## src/rtl/norm_pipe.sv

```systemverilog
// Two-stage per-lane normaliser: out = sat(((x - mean) * inv_var) >>> SHIFT),
// with ready/valid backpressure, a row counter driving done_norm, and a combinational bypass.

module norm_lane #(
    parameter int DWIDTH = 8,
    parameter int SHIFT  = 4
) (
    input  logic [DWIDTH-1:0] i_x,
    input  logic [DWIDTH-1:0] i_mean,
    output logic [DWIDTH:0]   o_diff,
    input  logic [DWIDTH:0]   i_diff,
    input  logic [DWIDTH-1:0] i_inv_var,
    output logic [DWIDTH-1:0] o_q
);
    localparam int PW = 2*DWIDTH + 2;
    localparam logic signed [PW-1:0] MAXV = {{(DWIDTH+3){1'b0}}, {(DWIDTH-1){1'b1}}};
    localparam logic signed [PW-1:0] MINV = {{(DWIDTH+3){1'b1}}, {(DWIDTH-1){1'b0}}};

    logic signed [PW-1:0] w_prod;
    logic signed [PW-1:0] w_shift;

    // Both operands widened to a common width so the signed multiply cannot overflow.
    assign o_diff  = {i_x[DWIDTH-1], i_x} - {i_mean[DWIDTH-1], i_mean};
    assign w_prod  = $signed({{(DWIDTH+1){i_diff[DWIDTH]}}, i_diff})
                   * $signed({{(DWIDTH+2){1'b0}}, i_inv_var});
    assign w_shift = w_prod >>> SHIFT;

    always_comb begin
        o_q = w_shift[DWIDTH-1:0];
        if (w_shift > MAXV)
            o_q = MAXV[DWIDTH-1:0];
        else if (w_shift < MINV)
            o_q = MINV[DWIDTH-1:0];
    end
endmodule

module norm_pipe #(
    parameter int DWIDTH   = 8,
    parameter int LANES    = 4,
    parameter int NUM_ROWS = 4,
    parameter int SHIFT    = 4
) (
    input  logic                    clk,
    input  logic                    reset,
    input  logic                    enable_norm,
    input  logic                    clear,
    input  logic [DWIDTH-1:0]       mean,
    input  logic [DWIDTH-1:0]       inv_var,
    input  logic                    in_valid,
    output logic                    in_ready,
    input  logic [LANES*DWIDTH-1:0] inp_data,
    output logic                    out_valid,
    input  logic                    out_ready,
    output logic [LANES*DWIDTH-1:0] out_data,
    output logic                    done_norm,
    output logic                    busy
);
    localparam int CW = $clog2(NUM_ROWS + 1);

    logic [2:1]                       r_vld_pipe;
    logic [LANES-1:0][DWIDTH:0]       r_diff;
    logic [DWIDTH-1:0]                r_inv;
    logic [LANES-1:0][DWIDTH-1:0]     r_out;
    logic [CW-1:0]                    r_row_cnt;
    logic                             r_done;

    logic [LANES-1:0][DWIDTH-1:0]     w_x;
    logic [LANES-1:0][DWIDTH:0]       w_diff;
    logic [LANES-1:0][DWIDTH-1:0]     w_q;
    logic                             w_adv1, w_adv2, w_out_hs;

    assign w_x      = inp_data;
    assign w_adv2   = ~r_vld_pipe[2] | out_ready;
    assign w_adv1   = ~r_vld_pipe[1] | w_adv2;
    assign w_out_hs = enable_norm & r_vld_pipe[2] & out_ready;

    for (genvar g = 0; g < LANES; g++) begin : g_lane
        norm_lane #(.DWIDTH(DWIDTH), .SHIFT(SHIFT)) u_lane (
            .i_x      (w_x[g]),
            .i_mean   (mean),
            .o_diff   (w_diff[g]),
            .i_diff   (r_diff[g]),
            .i_inv_var(r_inv),
            .o_q      (w_q[g])
        );
    end

    // Pipeline freezes entirely while bypassed.
    always_ff @(posedge clk or negedge reset) begin
        if (!reset) begin
            r_vld_pipe <= '0;
            r_diff     <= '0;
            r_inv      <= '0;
            r_out      <= '0;
        end else if (enable_norm) begin
            if (w_adv1) begin
                r_vld_pipe[1] <= in_valid;
                if (in_valid) begin
                    r_diff <= w_diff;
                    r_inv  <= inv_var;
                end
            end
            if (w_adv2) begin
                r_vld_pipe[2] <= r_vld_pipe[1];
                if (r_vld_pipe[1])
                    r_out <= w_q;
            end
        end
    end

    // clear has priority over a coincident output handshake.
    always_ff @(posedge clk or negedge reset) begin
        if (!reset) begin
            r_row_cnt <= '0;
            r_done    <= 1'b0;
        end else if (clear) begin
            r_row_cnt <= '0;
            r_done    <= 1'b0;
        end else if (w_out_hs) begin
            if (r_row_cnt == CW'(NUM_ROWS - 1)) begin
                r_row_cnt <= '0;
                r_done    <= 1'b1;
            end else begin
                r_row_cnt <= r_row_cnt + 1'b1;
            end
        end
    end

    assign in_ready  = enable_norm ? w_adv1        : out_ready;
    assign out_valid = enable_norm ? r_vld_pipe[2] : in_valid;
    assign out_data  = enable_norm ? r_out         : inp_data;
    assign done_norm = enable_norm ? r_done        : 1'b1;
    assign busy      = |r_vld_pipe;
endmodule

```

## config.mk

```make
export PLATFORM = sky130hd
export DESIGN_NAME = norm_pipe
export DESIGN_NICKNAME = d
export VERILOG_FILES = /design/src/rtl/norm_pipe.sv
export SDC_FILE = /design/constraint.sdc
export NUM_CORES = 1
export LEC_CHECK = 0
export ABC_AREA = 1
export BUFFER_PORTS_ARGS = -buffer_cell sky130_fd_sc_hd__buf_2
export CAP_MARGIN = 20
export CORE_ASPECT_RATIO = 0.5
export CORE_UTILIZATION = 50
export CTS_CLUSTER_SIZE = 28
export DETAILED_ROUTE_END_ITERATION = 10
export PLACE_DENSITY = 0.67
export SLEW_MARGIN = 30
export SYNTH_ARGS = -nofsm -noshare
export SYNTH_HDL_FRONTEND = slang
export SYNTH_SLANG_ARGS = --single-unit
```

## constraint.sdc

```tcl
create_clock -name clk -period 9.7 [get_ports clk]
set_input_delay 0.485 -clock clk [delete_from_list [all_inputs] [get_ports clk]]
set_output_delay 0.485 -clock clk [all_outputs]
set_load 0.01 [all_outputs]
```

==> flow_summary.yaml, run 1 <==
synthesis:
  syn_avg_cell_area_um2: 6.98
  ys_ff_latch: 82
  synthesis.area_um2: 17200
  synthesis.nets: 2932
  synth_cells: 2469
  synth.distinct_cells: 39
  yosysWarnings: 0
  yosysSeqAreaShare_pct: 11.9
cts:
  ctsResizeCount: 0
  cts_max_path_buffers: 2
  cts_made_buffers: 9
  cts_hold_buf: 0
  htree_levels: 3
  clock_sinks: 82
  cts-root-buf: "clkbuf_16"
  path_clk_slew_ps: 70
  cts_tree: "yes"
  post_cts_buffers: 0
  clock_latency_ps: 340
final_layout:
  fin_util_pct: 54.6
  fillers: 3341
  layout.nets: 2955
  register_area_um2: 2050
  area_growth_pct: 6.14
  finalNonFillerCells: 2939
  multiInputGateArea_um2: 12300
  drive_above_1_share_pct: 5.85
detailed_routing:
  highest_layer: "met4"
  via_count: 14300
  drt_iter0_markers: 795
  met1_length_mm: 17.8
  drt_pre_antenna_iters: 7
  wirelength_mm: 39.2
  wl_per_cell_um: 13.3
  drc: 0
  dr_wl_met3_mm: 1.78
  ant_nets: 0
  via_per_inst: 4.88
  wl_met2_mm: 18.8
worst_setup_path:
  critPathRequiredTime_ps: 9920
  reg2regPathDepth: 21
  critical_path_class: "register to register"
  crit_arrival_ps: 5740
  endpoint_kind: "register"
  critPathMaxFanout: 19
  critPathLaunchType: "register"
sta:
  fin_crit_ps: 5520
  slew_viol_final: 0
  fmax_ghz: 0.181
  rsz0062_at_grt: "no"
  tns_ps: 0
  clock_skew_ps: 10.3
  worst_slew_pin_slew_ps: 968
  finalHoldViolCount: 0
  finalCritPeriodShare_pct: 56.9
  hold_slack_ps: 121
  slew_headroom_pct: 35.4
  setup_viol: 0
die:
  die_h_um: 133
  io_pins: 90
  die_area_um2: 35300
  dieWidth_um: 265
  start_util_pct: 51.4
  core_um2: 33500
  row_count: 47
global_route:
  grt_pass1_wl_mm: 67.2
  grt-ovfl-total: 0
  grt_max_degree: 66
  track_usage_pct: 23.3
  grt_pass1_vias: 14000
  antenna_found_initial: 1
placed_design:
  hpwl_mm: 32.3
  port_buffers: 89
  place.gp.congestion: 0.882
  dp_cells: 2922
hold_path:
  hold_path.class: "input pin to asynchronous set/reset pin"
run_status:
  outcome: "complete, no violations"
run:
  drv_cap: 0
[cells in the mapped netlist (all sizes together)]
cell,count,share of area (%)
nand2,786,17
inv,687,15
fa,244,28
ha,165,12
nor2,98,2.2
dfrtp,82,12
nand3,74,2.2
a21oi,73,2.3
clkbuf,64,1.4
o21ai,60,1.7
xnor2,38,2.0
buf,23,0.54
nand4,17,0.62
xor2,15,0.76
o21bai,11,0.54
nor3,9,0.29
a31oi,8,0.29
nand3b,4,0.17
nor4b,4,0.20
a21o,2,0.087
a211oi,1,0.044
a21boi,1,0.044
clkinv,1,0.022
o22ai,1,0.036
or2,1,0.036
[layer usage]
| layer | global-route usage, % | vias to the layer above |
|---|---|---|
| li1 | - | 7184 |
| met1 | 31.7 | 6832 |
| met2 | 40.5 | 285 |
| met3 | 2.44 | 40 |
| met4 | 5.04 | 0 |
| met5 | 0 | - |
[critical path, cell delays in order (launching register included)]
cell     delay (ps)
dfrtp_1         790
buf_4           380
nand2_1         120
fa_1            660
inv_1           150
fa_1            510
fa_1            490
inv_1            50
fa_1            520
inv_1            40
ha_1            410
nand2_1         130
nor2_1          110
nand2_1         110
nand2_2         100
nand2_2          70
nand2_1          80
nand2_1          50
nand2_1          60
nand4_1         160
a21oi_4         270
a21oi_1         100
[stage by stage]
stage / cell area [um2] / setup slack, ps
final: 18300 / 4180
after CTS: 18300 / 4200
after floorplan: 17200 / 4870
after global routing: 18300 / 3720
after global placement: 18000 / 4280
after detailed placement: 18000 / 4210
[cell type report]
cell class | count | area share (%)
Clock inverter | 6 | 0.397
Antenna cell | 1 | 0.0137
Multi-Input combinational cell | 1612 | 67.1
Sequential cell | 82 | 11.2
Tap cell | 441 | 3.02
Inverter | 688 | 14.1
Clock buffer | 10 | 1.31
Timing Repair Buffer | 99 | 2.86
[state kept, by name, summed over array words and instances (netlist names)]
signal / flops
r_diff: 36
r_done: 1
r_inv: 8
r_out: 32
r_row_cnt: 3
r_vld_pipe: 2
[layout by cell type (no fill, tap or decap), drive strengths merged]
master  Yosys  routed
nand3      74      74
xnor2      38      38
dfrtp      82      82
a21o        2       2
bufinv      0       1
fa        244     244
nor2       98      98
a31oi       8       8
nand2     786     786
a211oi      1       1
nor4b       4       4
a21oi      73      73
ha        165     165
clkinv      1       4
a21boi      1       1
nand3b      4       4
o21bai     11      11
nand4      17      17
xor2       15      15
o22ai       1       1
or2         1       1
buf        23      99
o21ai      60      60
diode       0       1
nor3        9       9
inv       687     689
clkbuf     64      10
[final timing paths]
check | start | endpoint | slack, ps
min in group clk | inv_var[0] | r_inv[0]$_DFFE_PN0P_ | 330
max in group asynchronous | reset | r_inv[6]$_DFFE_PN0P_ | 8570
setup / recovery | r_inv[2]$_DFFE_PN0P_ | r_out[11]$_DFFE_PN0P_ | 4180
setup reg to reg | r_inv[2]$_DFFE_PN0P_ | r_out[11]$_DFFE_PN0P_ | 4180
hold / removal | reset | r_out[27]$_DFFE_PN0P_ | 120
hold reg to reg | r_out[30]$_DFFE_PN0P_ | r_out[30]$_DFFE_PN0P_ | 480
[cells by family after synthesis]
family	after synthesis	share of synthesized area (%)
flops	82	11.9
xor+xnor	53	2.74
simple gates	993	23.0
compound gates	157	5.08
buf+inv	775	16.9
fa+ha+maj	409	40.3
Power of run 1 is left out: the tool's default activity adds up to more than one toggle a clock period on the data nets, which glitch-free logic cannot reach.
==> run 2: changes to the inputs <==
Settings changed: PLACE_DENSITY 0.67 to 0.7.
Clock period 9.7 ns to 4.61 ns, I/O delays scaled along.
==> run 2 against run 1 <==
The flow now finishes with violations (negative setup slack). Utilization rose by 9.6 points. Setup slack got worse by 4300 ps. Largest cell class unchanged. Register-to-register slack worse by 4300 ps. Wire length grew 13%. Sequential share of layout area is 1.6 points lower. Final cell count increased by 6.1%.
==> flow_summary.yaml, run 2 (same netlist as run 1, synthesis figures left out) <==
die:
  start_util_pct: 51.4
  core_um2: 33500
  io_pins: 90
  row_count: 47
  dieWidth_um: 265
  die_h_um: 133
  die_area_um2: 35300
final_layout:
  fin_area_um2: 21500
  drive_above_1_share_pct: 24.6
  final_cell_mix: "nand2_1, inv_1, fa_1, buf_4, ha_1"
  diodes: 0
  fin_util_pct: 64.2
  largest_register_ffs: 36
  reg_top3: "r_diff: 36 flops, r_out: 32 flops, r_inv: 8 flops"
  regMostFlops: "r_diff"
  area_growth_pct: 24.9
  fillers: 2796
  layout.nets: 3135
  layout_commonest_cell: "nand2_1"
cts:
  cts_made_buffers: 9
  cts_max_path_buffers: 2
  htree_levels: 3
  path_clk_slew_ps: 70
  cts_tree: "yes"
  cts-root-buf: "clkbuf_16"
  clock_sinks: 82
  clock_latency_ps: 360
worst_setup_path:
  cp.buffers_inverters: 4
  critPathRequiredTime_ps: 4830
  critical_path_class: "register to register"
  cpLargestDelayFamily: "adder cells"
  crit_path_top_delay_cell: "fa_1"
  rr_endpoint: "r_out[6]$_DFFE_PN0P_"
  endpoint_kind: "register"
  cp_common_cell: "nand2_1"
  critPathMaxFanout: 6
  reg2reg_from: "r_inv[2]$_DFFE_PN0P_"
  crit_chain: "buf_8 > nand2_1 > fa_1 > inv_2 > fa_1 > fa_1 > inv_1 > fa_1 > inv_1 > ha_4 > nand2_1 > nand2_1 > a21oi_2 > nand3_1 > nand2_1 > nand2_1 > nor2_2 > nand3_2 > a21oi_4 > a21oi_2"
  critPathLaunchType: "register"
  r2r_setup_slack_ps: -80
  cpPeakStageDelay_ps: 560
  reg2regPathDepth: 20
  crit_arrival_ps: 4910
global_route:
  grt_use_met3_pct: 1.98
  top_usage_layer: "met2"
  grt_max_degree: 83
  use_met2_pct: 44.6
  grt_pass1_wl_mm: 72.8
  grt-ovfl-total: 0
  track_usage_pct: 25.5
  antenna_found_initial: 0
  grt_pass1_vias: 15100
  use_met1_pct: 34.3
sta:
  finalHoldViolCount: 0
  finalCritPeriodShare_pct: 102
  fin_crit_ps: 4690
  slew_viol_final: 0
  setup_viol: 22
  fmax_ghz: 0.213
  fin_ws_ps: -79.6
  rsz0062_at_grt: "yes"
  clock_skew_ps: 5.59
  worst_slew_pin_slew_ps: 941
  slew_headroom_pct: 36.9
detailed_routing:
  ant_nets: 0
  via_count: 15500
  via_per_inst: 4.96
  wirelength_mm: 44.4
  drt_iter0_markers: 1182
  drc: 0
  wl_per_cell_um: 14.2
  drt_pre_antenna_iters: 5
run_status:
  outcome: "complete, but fails checks"
  violations: "negative setup slack"
run:
  drv_cap: 0
placed_design:
  port_buffers: 89
  place.gp.congestion: 0.909
  placed_cell_area_um2: 19000
  hpwl_mm: 33.7
hold_path:
  min_to: "r_row_cnt[2]$_DFFE_PN0P_"
  worstHoldPathCells: 2
  min_from: "clear"
  hold_path.class: "input pin to register"
run 2: what timing repair did:
action | 4_1_cts | 5_1_grt
endpoints found under the hold margin | 82 | 0
gates cloned | 1 | 3
hold buffers | 1 | 0
gates resized for setup | 258 | 197
setup endpoints to repair | 32 | 32
buffers inserted | 32 | 15
pin swaps | 124 | 123
run 2: routing by layer:
layer	up-vias	part of all wire [%]
met4	0	2.0
li1	7547	-
met1	7488	44
met3	61	4.5
met2	357	50
met5	-	0
run 2: final cells by class:
type                       instances  area, um2  area share (%)
timing repair buffer             279       2210            10.2
inverter                         688       2590            12.0
multi-input combinational       1612      13800            64.1
sequential                        82       2060            9.59
clock inverter                     6       73.8           0.343
clock buffer                      10        239            1.11
tap                              441        552            2.56
run 2: how the worst max path moves through the flow:
stage                                    start               endpoint  depth (start not counted)
final                     r_inv[2]$_DFFE_PN0P_   r_out[6]$_DFFE_PN0P_                         20
after global routing      r_inv[5]$_DFFE_PN0P_   r_out[6]$_DFFE_PN0P_                         22
after CTS                 r_inv[3]$_DFFE_PN0P_   r_out[6]$_DFFE_PN0P_                         26
after detailed placement  r_inv[3]$_DFFE_PN0P_  r_out[20]$_DFFE_PN0P_                         17
after global placement    r_inv[3]$_DFFE_PN0P_  r_out[16]$_DFFE_PN0P_                         17
after floorplan           r_inv[2]$_DFFE_PN0P_  r_out[10]$_DFFE_PN0P_                         21
run 2: per-stage QoR:
stage / cells / hold WS (ps) / worst slack, ps / setup TNS, ps
6_report: 3118 / 66.3 / -79.6 / -708
5_1_grt: 3118 / 79.1 / -252 / -6360
4_1_cts: 3100 / 63.9 / -13.1 / -44.5
3_5_place_dp: 3050 / 338 / -344 / -7070
3_3_place_gp: 3050 / 431 / -282 / -5100
2_1_floorplan: 2469 / -65.1 / 3.30 / 0
Power of run 2 is left out for the same reason.
==> run 3: changes to the inputs <==
Settings changed: PLACE_DENSITY 0.7 to 0.67.
Clock period 4.61 ns to 4.95 ns, I/O delays scaled along.
==> run 3 against run 2 <==
Sequential share of layout area grew 0.85 points. Register-to-register slack gained 180 ps. Highest routed layer unchanged. The run now ends clean. Setup slack gained 180 ps. Critical path depth grew 4. Cell area shrank 8.1%. Final cell count shrank 3.4%. Hold slack gained 27 ps. Largest cell class unchanged.
==> flow_summary.yaml, run 3 (same netlist as run 1, synthesis figures left out) <==
run_status:
  outcome: "complete, no violations"
sta:
  finalCritPeriodShare_pct: 98.0
  finalHoldViolCount: 0
  tns_ps: 0
  slew_headroom_pct: 37.2
  slew_viol_final: 0
  setup_viol: 0
  worst_slew_pin_slew_ps: 936
  fin_crit_ps: 4850
  clock_skew_ps: 6.03
  hold_slack_ps: 93.5
  fmax_ghz: 0.206
detailed_routing:
  wirelength_mm: 41.1
  via_count: 14700
  ant_nets: 0
  drt_iter0_markers: 890
  drc: 0
  drt_pre_antenna_iters: 5
  via_per_inst: 4.90
  wl_per_cell_um: 13.6
final_layout:
  drive_above_1_share_pct: 14.6
  final_cell_mix: "nand2_1, inv_1, fa_1, ha_1, buf_2"
  layout.nets: 3028
  reg_top3: "r_diff: 36 flops, r_out: 32 flops, r_inv: 8 flops"
  area_growth_pct: 14.8
  regMostFlops: "r_diff"
  layout_commonest_cell: "nand2_1"
  largest_register_ffs: 36
  diodes: 0
worst_setup_path:
  path_depth: 24
  endpoint_kind: "register"
  critical_path_class: "register to register"
  crit_chain: "buf_12 > nand2_1 > inv_1 > fa_1 > inv_1 > fa_1 > inv_1 > fa_1 > inv_1 > fa_1 > inv_1 > ha_4 > nand2_2 > inv_1 > nand2_1 > nand2_1 > nand2_1 > nand3_2 > nand2_1 > nand2_1 > nor2_1 > nand4_1 > a21oi_4 > a21oi_1"
  cp.buffers_inverters: 7
  critPathLaunchType: "register"
  reg2regPathDepth: 24
  crit_arrival_ps: 5080
  cpLargestDelayFamily: "adder cells"
  critPathMaxFanout: 7
  cpPeakStageDelay_ps: 540
  critPathRequiredTime_ps: 5180
  crit_path_top_delay_cell: "dfrtp_2"
die:
  dieWidth_um: 265
  die_area_um2: 35300
  io_pins: 90
  die_h_um: 133
  row_count: 47
  core_um2: 33500
  start_util_pct: 51.4
global_route:
  grt_pass1_vias: 13800
  grt_pass1_wl_mm: 67.1
  grt_max_degree: 83
  grt-ovfl-total: 0
  track_usage_pct: 23.5
  antenna_found_initial: 0
cts:
  cts-root-buf: "clkbuf_16"
  cts_made_buffers: 9
  clock_sinks: 82
  cts_max_path_buffers: 2
  cts_tree: "yes"
  htree_levels: 3
  clock_latency_ps: 350
  path_clk_slew_ps: 60
hold_path:
  worstHoldPathCells: 3
  hold_path.class: "input pin to register"
placed_design:
  hpwl_mm: 33.1
  place.gp.congestion: 0.911
  port_buffers: 89
run:
  drv_cap: 0
run 3: cell count changes in the layout (fill, tap and decap cells not counted), moves of 12 or more:
cell     change
buf_6       -17
nor2_1      +12
nor2_4      -12
nand2_2     -39
ha_1        +19
inv_1       +45
ha_4        -19
a21oi_1     +14
nand2_4     -25
inv_2       -43
nand2_1     +64
buf_4       -87
run 3: metrics by stage:
stage               area (um2)  utilization, %  setup slack, ps  std cells
floorplan                17200               -              122       2469
global placement         18400            54.9             94.1       2969
detailed placement       18400            54.9             17.5       2969
CTS                      18700            55.9             2.54       2986
global route             19800            59.0            -89.3       3011
finish                   19800            59.0              101       3011
run 3: area by class of cell:
type	instances	area (um2)
well taps	441	552
fillers	3098	13700
inverters	688	2580
repair buffers	172	1310
multi-input cells	1612	13000
flip-flops and latches	82	2070
clock buffers	11	243
clock inverters	5	77.6
run 3: metal layers:
layer / share of wire [%] / wire length, um / vias to the layer above / track usage [%]
li1: - / - / 7336 / -
met1: 46 / 18800 / 7041 / 33.3
met2: 48 / 19600 / 314 / 39.3
met3: 4.6 / 1910 / 51 / 2.38
met4: 1.8 / 746 / 0 / 4.94
met5: 0 / 0 / - / 0
run 3: final timing paths:
| kind | endpoint | slack (ps) | startpoint |
|---|---|---|---|
| setup reg to reg | r_out[14]$_DFFE_PN0P_ | 100 | r_inv[3]$_DFFE_PN0P_ |
| max in group asynchronous | r_diff[26]$_DFFE_PN0P_ | 3840 | reset |
| hold reg to reg | r_out[23]$_DFFE_PN0P_ | 480 | r_out[23]$_DFFE_PN0P_ |
| hold / removal | r_inv[7]$_DFFE_PN0P_ | 90 | inv_var[7] |
| setup / recovery | r_out[14]$_DFFE_PN0P_ | 100 | r_inv[3]$_DFFE_PN0P_ |
| min in group asynchronous | r_out[28]$_DFFE_PN0P_ | 490 | reset |
run 3: worst reg2reg max path: stages, from the launching register on:
cell	delay (ps)
dfrtp_2	540
buf_12	200
nand2_1	60
inv_1	50
fa_1	470
inv_1	50
fa_1	480
inv_1	60
fa_1	530
inv_1	50
fa_1	530
inv_1	60
ha_4	270
nand2_2	100
inv_1	50
nand2_1	90
nand2_1	70
nand2_1	120
nand3_2	90
nand2_1	70
nand2_1	60
nor2_1	110
nand4_1	180
a21oi_4	330
a21oi_1	120
run 3: repair_timing:
item	CTS	global route
endpoints found under the hold margin	50	0
hold buffers	1	0
setup endpoints to repair	0	30
buffers inserted	0	21
gates resized for setup	0	204
Power of run 3 is left out for the same reason.
